<file path="src/rtl/bc_stage_id_pipe.sv">
// bc_stage_id_pipe: RV32I decode stage with operand forwarding, load-use stall, flush and one registered output slot.
module bc_stage_id_pipe #(
    parameter int DATA_WIDTH  = 32,
    parameter int INSTR_WIDTH = 32,
    parameter int NUM_FWD     = 2
) (
    input  logic                          i_clk,
    input  logic                          i_rstn,
    input  logic                          i_instr_valid,
    output logic                          o_instr_ready,
    input  logic [INSTR_WIDTH-1:0]        i_instr,
    input  logic [DATA_WIDTH-1:0]         i_pc,
    input  logic                          i_flush,
    output logic [4:0]                    o_rs1_addr,
    output logic [4:0]                    o_rs2_addr,
    input  logic [DATA_WIDTH-1:0]         i_rs1_data,
    input  logic [DATA_WIDTH-1:0]         i_rs2_data,
    input  logic [NUM_FWD-1:0]            i_fwd_valid,
    input  logic [5*NUM_FWD-1:0]          i_fwd_addr,
    input  logic [DATA_WIDTH*NUM_FWD-1:0] i_fwd_data,
    input  logic                          i_ex_load_valid,
    input  logic [4:0]                    i_ex_load_rd,
    output logic                          o_decode_valid,
    input  logic                          i_decode_ready,
    output logic [DATA_WIDTH-1:0]         o_pc,
    output logic [DATA_WIDTH-1:0]         o_rs1_data,
    output logic [DATA_WIDTH-1:0]         o_rs2_data,
    output logic [DATA_WIDTH-1:0]         o_imm,
    output logic                          o_rd_wen,
    output logic [4:0]                    o_rd_addr,
    output logic [6:0]                    o_opcode,
    output logic [2:0]                    o_funct3,
    output logic                          o_illegal
);
    localparam logic [6:0] OP_LUI    = 7'b0110111;
    localparam logic [6:0] OP_AUIPC  = 7'b0010111;
    localparam logic [6:0] OP_JAL    = 7'b1101111;
    localparam logic [6:0] OP_JALR   = 7'b1100111;
    localparam logic [6:0] OP_BRANCH = 7'b1100011;
    localparam logic [6:0] OP_LOAD   = 7'b0000011;
    localparam logic [6:0] OP_STORE  = 7'b0100011;
    localparam logic [6:0] OP_IMM    = 7'b0010011;
    localparam logic [6:0] OP_OP     = 7'b0110011;
    localparam logic [6:0] OP_MISC   = 7'b0001111;
    localparam logic [6:0] OP_SYSTEM = 7'b1110011;

    logic [31:0] ins;
    logic [6:0] opc;
    logic is_lui, is_auipc, is_jal, is_jalr, is_branch, is_load, is_store, is_opimm, is_op, is_known;
    logic use_rs1, use_rs2, hazard, adv, load;
    logic rd_wen, illegal;
    logic [DATA_WIDTH-1:0] rs1_val, rs2_val, imm;

    assign ins       = i_instr[31:0];
    assign opc       = ins[6:0];
    assign is_lui    = opc == OP_LUI;
    assign is_auipc  = opc == OP_AUIPC;
    assign is_jal    = opc == OP_JAL;
    assign is_jalr   = opc == OP_JALR;
    assign is_branch = opc == OP_BRANCH;
    assign is_load   = opc == OP_LOAD;
    assign is_store  = opc == OP_STORE;
    assign is_opimm  = opc == OP_IMM;
    assign is_op     = opc == OP_OP;
    assign is_known  = is_lui | is_auipc | is_jal | is_jalr | is_branch | is_load | is_store |
                       is_opimm | is_op | opc == OP_MISC | opc == OP_SYSTEM;

    assign o_rs1_addr = ins[19:15];
    assign o_rs2_addr = ins[24:20];

    assign use_rs1 = !(is_lui | is_auipc | is_jal);
    assign use_rs2 = is_op | is_store | is_branch;
    assign hazard  = i_instr_valid & i_ex_load_valid & (i_ex_load_rd != 5'd0) &
                     ((use_rs1 & (o_rs1_addr == i_ex_load_rd)) | (use_rs2 & (o_rs2_addr == i_ex_load_rd)));
    assign adv           = !o_decode_valid | i_decode_ready;
    assign o_instr_ready = i_flush | (adv & !hazard);
    assign load          = !i_flush & adv & i_instr_valid & !hazard;

    // Walk from the oldest source down so the lowest index overrides.
    always_comb begin
        rs1_val = i_rs1_data;
        rs2_val = i_rs2_data;
        for (int k = NUM_FWD - 1; k >= 0; k--) begin
            if (i_fwd_valid[k] && i_fwd_addr[k*5 +: 5] == o_rs1_addr) rs1_val = i_fwd_data[k*DATA_WIDTH +: DATA_WIDTH];
            if (i_fwd_valid[k] && i_fwd_addr[k*5 +: 5] == o_rs2_addr) rs2_val = i_fwd_data[k*DATA_WIDTH +: DATA_WIDTH];
        end
        if (o_rs1_addr == 5'd0) rs1_val = '0;
        if (o_rs2_addr == 5'd0) rs2_val = '0;
    end

    always_comb begin
        imm = (is_opimm | is_load | is_jalr) ? {{(DATA_WIDTH-11){ins[31]}}, ins[30:20]} :
              is_store                     ? {{(DATA_WIDTH-11){ins[31]}}, ins[30:25], ins[11:7]} :
              is_branch                    ? {{(DATA_WIDTH-12){ins[31]}}, ins[7], ins[30:25], ins[11:8], 1'b0} :
              (is_lui | is_auipc)          ? {{(DATA_WIDTH-31){ins[31]}}, ins[30:12], 12'b0} :
              is_jal                       ? {{(DATA_WIDTH-20){ins[31]}}, ins[19:12], ins[20], ins[30:21], 1'b0} :
                                             '0;
    end

    assign illegal = !is_known | (ins[1:0] != 2'b11);
    assign rd_wen  = (is_lui | is_auipc | is_jal | is_jalr | is_load | is_opimm | is_op) & (ins[11:7] != 5'd0);

    always_ff @(posedge i_clk or negedge i_rstn) begin
        if (!i_rstn) o_decode_valid <= 1'b0;
        else if (i_flush) o_decode_valid <= 1'b0;
        else if (adv) o_decode_valid <= i_instr_valid & !hazard;
    end

    // Payload is deliberately unreset; it is only meaningful while o_decode_valid is high.
    always_ff @(posedge i_clk) begin
        if (load) begin
            o_pc       <= i_pc;
            o_rs1_data <= rs1_val;
            o_rs2_data <= rs2_val;
            o_imm      <= imm;
            o_rd_wen   <= rd_wen;
            o_rd_addr  <= ins[11:7];
            o_opcode   <= opc;
            o_funct3   <= ins[14:12];
            o_illegal  <= illegal;
        end
    end
endmodule

</file>
<file path="config.mk">
export PLATFORM = sky130hd
export DESIGN_NAME = bc_stage_id_pipe
export DESIGN_NICKNAME = d
export VERILOG_FILES = /design/src/rtl/bc_stage_id_pipe.sv
export SDC_FILE = /design/constraint.sdc
export NUM_CORES = 1
export LEC_CHECK = 0
export CORE_AREA = 2 2 143 145
export DETAILED_ROUTE_END_ITERATION = 10
export DIE_AREA = 0 0 145 147
export PLACE_DENSITY = 0.78
export SYNTH_ARGS = -nofsm -noshare
export SYNTH_HDL_FRONTEND = slang
export SYNTH_SLANG_ARGS = --single-unit
</file>
<file path="constraint.sdc">
create_clock -name i_clk -period 7.9 [get_ports i_clk]
set_clock_uncertainty 0.1 [all_clocks]
set_input_delay 1.58 -clock i_clk [delete_from_list [all_inputs] [get_ports i_clk]]
set_output_delay 1.58 -clock i_clk [all_outputs]
set_load 0.005 [all_outputs]
</file>
### Yosys cells after proc, flatten, opt, wreduce, memory -nomap -nowiden

Cells that the tools add are included.

| word-level totals | value |
|---|---|
| register bits after elaboration | 146 |
| output and inout port bits | 157 |
| word-level logic and storage cells | 85 |

| cells by class | value |
|---|---|
| equality and inequality tests | 18 |
| multiplexer cells | 11 |
| bitwise gates (word level) | 32 |
| reductions and logical operators | 14 |

Operator list:

| kind | count |
|---|---|
| $mux W32 | 9 |
| $eq A5 B5 Y1 | 6 |
| $eq A7 B7 Y1 const B | 4 |
| $eq A7 B6 Y1 const B | 3 |
| $or A1 B1 Y1 | 21 |
| $eq A7 B5 Y1 const B | 2 |
| $and A1 B1 Y1 | 11 |
| $logic_not A5 Y1 | 2 |
| $reduce_bool A5 Y1 | 2 |
| $eq A7 B2 Y1 const B | 1 |
| $eq A7 B4 Y1 const B | 1 |
| $logic_not A1 Y1 | 5 |
| $logic_and A1 B1 Y1 | 4 |
| $mux W1 | 2 |
| $ne A2 B2 Y1 const B | 1 |
| $reduce_bool A2 Y1 | 1 |

### Longest topological paths before layout

| logic depth | value |
|---|---|
| depth after elaboration | 13 |
| gate-level depth with buffers | 8 |
| gate-level depth less buffers | 5 |

### Worst setup path before layout

Ideal clock, no wire load.

| timing path | value |
|---|---|
| path type | input-to-reg |
| start point | in i_instr[3] |
| end point | reg o_funct3[0] (enable) |
| setup time | 0.623 ns |
| data arrival time | 8.196 ns |
| slack | -1.019 ns |
| cell stages on the path | 6 |
| path buffers | 1 |
| cell sequence | clkbuf_1 > nand4b_1 > a211oi_4 > or2_1 > o221ai_2 > nor3b_2 |

| on the way | value |
|---|---|
| word-level cells in the longest chain between the ends | 9 |

Ends and longest elaborated chain:

| what | RTL line | RTL |
|---|---|---|
| from (decl) | 11 | `input logic [INSTR_WIDTH-1:0] i_instr,` |
| $eq A7 B6 Y1 / $eq A7 B5 Y1 (equally long branches) | 56, 57 |  |
| $or A1 B1 Y1 (2 in series) | 71 | `assign use_rs1 = !(is_lui \| is_auipc \| is_jal);` |
| $logic_not A1 Y1 | 71 |  |
| $and A1 B1 Y1 | 74 | `((use_rs1 & (o_rs1_addr == i_ex_load_rd)) \| (use_rs2 & (o_rs2_addr == i_ex_load_rd)));` |
| $or A1 B1 Y1 * | 74 |  |
| $and A1 B1 Y1 * | 73 | `assign hazard = i_instr_valid & i_ex_load_valid & (i_ex_load_rd != 5'd0) &` |
| $logic_not A1 Y1 * | 77 | `assign load = !i_flush & adv & i_instr_valid & !hazard;` |
| $and A1 B1 Y1 * | 77 |  |
| named net load | 50 | `logic use_rs1, use_rs2, hazard, adv, load;` |
| to (signal assigned) | 119 | `o_funct3 <= ins[14:12];` |
| to (decl) | 32 | `output logic [2:0] o_funct3,` |

Mark *: on every way through the listed nets, which the timed path passes. The rest lies on a longest branch.
A chain may end at the register's enable or synchronous reset.

### Final worst setup path

| timing path | value |
|---|---|
| start point | in i_instr[6] |
| end point | out o_instr_ready |

| on the way | value |
|---|---|
| word-level cells in the longest chain between the ends | 10 |

Ends and longest elaborated chain:

| what | RTL line | RTL |
|---|---|---|
| $eq A7 B6 Y1 / $eq A7 B5 Y1 (equally long branches) | 56, 57 |  |
| $or A1 B1 Y1 (2 in series) | 71 |  |
| $logic_not A1 Y1 | 71 |  |
| $and A1 B1 Y1 | 74 |  |
| $or A1 B1 Y1 * | 74 |  |
| $and A1 B1 Y1 * | 73 |  |
| $logic_not A1 Y1 * | 76 | `assign o_instr_ready = i_flush \| (adv & !hazard);` |
| $and A1 B1 Y1 * | 76 |  |
| $or A1 B1 Y1 * | 76 |  |
| to (decl) | 10 | `output logic o_instr_ready,` |

Mark *: on every way between the ends. The rest lies on a longest branch, timed or not.

==> results by group <==
GRT
  • Met1 Use GR: 0.266
  • Gr usage total: 0.214
  • M3 GR Usage: 0.0460
  • Met2 Use GR: 0.367
  • Top Usage Layer GRT: met2
  • First-pass GRT wire length: 34,800 um
  • Vias in the first global route: 5,979
  • Largest net degree at the start of global routing: 85
  • Antenna violations before repair: 0
  • Grt ovf: 0

Critical path
  • Critical Path Start Type: input pin
  • Buf/Inv on CP: 2
  • Worst EP required: 6.22 ns
  • Worst setup EP type: output pin
  • CP max FO: 17
  • Worst reg2reg path depth: 3
  • Setup CP Type: input pin to output pin
  • CP Data Arrival Time: 4.06 ns
  • Crit path cell chain: clkdlybuf4s50_1 -> or3b_4 -> a211oi_4 -> nor4_1 -> nor2_1 -> clkdlybuf4s50_1
  • CP max stage cell: clkdlybuf4s50_1
  • R2r startpoint: o_decode_valid$_DFFE_PN0P_
  • Most Frequent Cell on Critical Path: clkdlybuf4s50_1
  • R2R setup slack: 5.78 ns
  • CP delay by family, top: buffers and inverters
  • Max incr delay on CP: 0.70 ns
  • Worst R2R End: o_rs2_data[23]$_SDFFCE_PN0P_

Floorplanning
  • Starting density of the core: 0.349
  • Std cell rows: 52
  • Core ar.: 19,800 um^2
  • Die width: 145 um
  • IO Pins: 372
  • Die Area: 21,300 um^2
  • Die H: 147 um

Synthesis
  • Yosys cell types: 40
  • Mean post-synth cell area: 11.9 um^2
  • Post-synth ARST share: 0.00685
  • Register bit count reported by yosys: 146
  • Post-synth EDFFs: 145
  • Ys Warns: 0
  • Syn Nets: 795
  • Sequential share of the synthesized area: 0.632
  • Mapped Cells: 580
  • Area of the mapped netlist: 6930 um^2
  • Synth Flop Type: edfxtp_1

Timing
  • Setup TNS: 0 ns
  • Fmax: 0.174 GHz
  • Setup-failing EPs final: 0
  • Final hold viol count: 0
  • RSZ-0062 raised after global routing: false
  • Worst-Margin Slew: 1.21 ns
  • Minimum clock period: 5.74 ns
  • Slew margin rel.: 0.194
  • Slew Viols, Final: 0
  • Final period util: 0.727

Pwr
  • Peak VDD IR: 0.000136 V
  • Static Leakage: 4.34 nW
  • Pwr dens: 178 nW/um^2
  • Total power: 0.00203 W

Placed design
  • Detailed Place HPWL: 17,000 um
  • Port Buffers: 371
  • Final GP Congestion: 0.908

Clock tree
  • Post-CTS setup buffer count: 0
  • Num CTS Buffers: 17
  • Clk slew on worst S/H paths: 0.07 ns
  • CTS tree: built
  • Clock tree buffer depth: 2
  • TritonCTS Sinks: 146
  • Clk root buf: clkbuf_16
  • Cts hold-fix bufs: 0
  • Cts repair resizes: 0
  • Clk_lat worst skew: 0.42 ns
  • CTS H-Tree Depth: 4

Final layout
  • FF/Latch Area: 4380 um^2
  • Footprint of the multi-input gates: 2300 um^2
  • Area delta synth->final: 64.4%
  • Commonest non-fill, non-tap cells in the layout: clkdlybuf4s50_1, edfxtp_1, nand2_1
  • Antenna diodes: 0
  • Fin nets: 1,138
  • FILL cells: 1,631
  • Commonest non-fill, non-tap cell in the layout: clkdlybuf4s50_1
  • Layout cells sized above 1: 0.0545

Detailed routing
  • Vias: 6,148
  • Initial DRT Pass Iterations: 5
  • DR WL/cell: 19.4 um
  • DRT antenna net count: 0
  • Post-route DRC violation count: 0
  • DRT iter0 DRCs: 507
  • Final WL: 23,400 um
  • Drt via density: 5.10

Flow run
  • Max-cap violations: 0

Min path
  • Worst Hold Depth: 2
  • Hold_sp: o_decode_valid$_DFFE_PN0P_
  • Hold Crit Class: flip-flop to flip-flop
  • Hold Path End: o_decode_valid$_DFFE_PN0P_

Status
  • Run status: complete, no violations
==> per-stage QoR <==
stage | worst slack (ns) | cell area (um^2) | hold slack [ns] | std cells | util
after floorplan | 1.02 | 6940 | 0.473 | 580 | -
after global placement | 2.22 | 10800 | 0.498 | 1174 | 0.544
after detailed placement | 2.20 | 10800 | 0.509 | 1174 | 0.544
after CTS | 2.19 | 11400 | 0.525 | 1206 | 0.574
after global routing | 2.03 | 11400 | 0.546 | 1206 | 0.574
final | 2.16 | 11400 | 0.518 | 1206 | 0.574
==> flip-flops by register name (all words and copies together) (netlist names) <==
register / flops
o_funct3: 3
o_rd_wen: 1
o_opcode: 7
o_imm: 32
o_rs1_data: 32
o_rd_addr: 5
o_rs2_data: 32
o_pc: 32
o_illegal: 1
o_decode_valid: 1
==> worst min-delay path, stage by stage, from the launching register on <==
cell      delay (ns)
dfrtp_1         0.38
nand2b_1        0.12
a21oi_1         0.08
==> cell families (layout without fill, tap and decap cells) <==
group	count (synthesis)	after routing	share of synthesized area
simple gates	142	142	0.0977
flops	146	146	0.632
buf+inv	57	413	0.0397
mux	36	36	0.0520
xor+xnor	29	29	0.0367
compound gates	170	170	0.142
==> per-layer routing <==
layer	wire, um	share of wire
met2	11800	0.51
met4	634	0.027
met3	2040	0.087
met1	8880	0.38
met5	0	0
==> cell usage after synthesis (all sizes together) (2+ instances only) <==
library cell | n | share of area
o221ai | 2 | 0.0034
mux2i | 36 | 0.052
buf | 24 | 0.022
nor4 | 6 | 0.0072
xor2 | 21 | 0.027
and3 | 2 | 0.0018
a22oi | 2 | 0.0022
nand2b | 5 | 0.0045
and2 | 8 | 0.0072
nand3 | 10 | 0.0079
edfxtp | 145 | 0.63
o21ai | 72 | 0.052
a21oi | 39 | 0.028
nand4b | 2 | 0.0025
nor2 | 18 | 0.0098
o32ai | 2 | 0.0025
nor2b | 3 | 0.0027
nand2 | 75 | 0.041
inv | 2 | 0.0011
a31oi | 32 | 0.029
a21o | 19 | 0.021
xnor2 | 8 | 0.010
clkbuf | 31 | 0.017
nand3b | 2 | 0.0022
or4 | 2 | 0.0022
nor3 | 4 | 0.0029
or2 | 2 | 0.0018
==> where the power goes <==
part / switching [W] / total [W] / internal (W)
Combinational: 0.000119 / 0.000307 / 0.000188
Clock: 0.000363 / 0.000815 / 0.000452
Sequential: 0.00000971 / 0.000908 / 0.000899
Total: 0.000493 / 0.00203 / 0.00154
==> worst max-delay path by stage <==
stage | startpoint | endpoint | slack [ns] | depth (start not counted)
finish | i_instr[6] | o_instr_ready | 2.16 | 6
global route | i_instr[6] | o_instr_ready | 2.03 | 6
CTS | i_instr[6] | o_instr_ready | 2.19 | 6
detailed placement | i_instr[6] | o_instr_ready | 2.20 | 6
global placement | i_instr[6] | o_instr_ready | 2.22 | 6
floorplan | i_instr[3] | o_funct3[0]$_DFFE_PP_ | 1.02 | 6
==> final cells by class <==
cell class | count | share of cell area
tap | 270 | 0.0297
inverter | 2 | 0.000659
timing repair buffer | 379 | 0.331
clock buffer | 17 | 0.0374
sequential | 146 | 0.384
multi-input combinational | 377 | 0.202
clock inverter | 15 | 0.0148
Power figures use the tool's default switching activity.
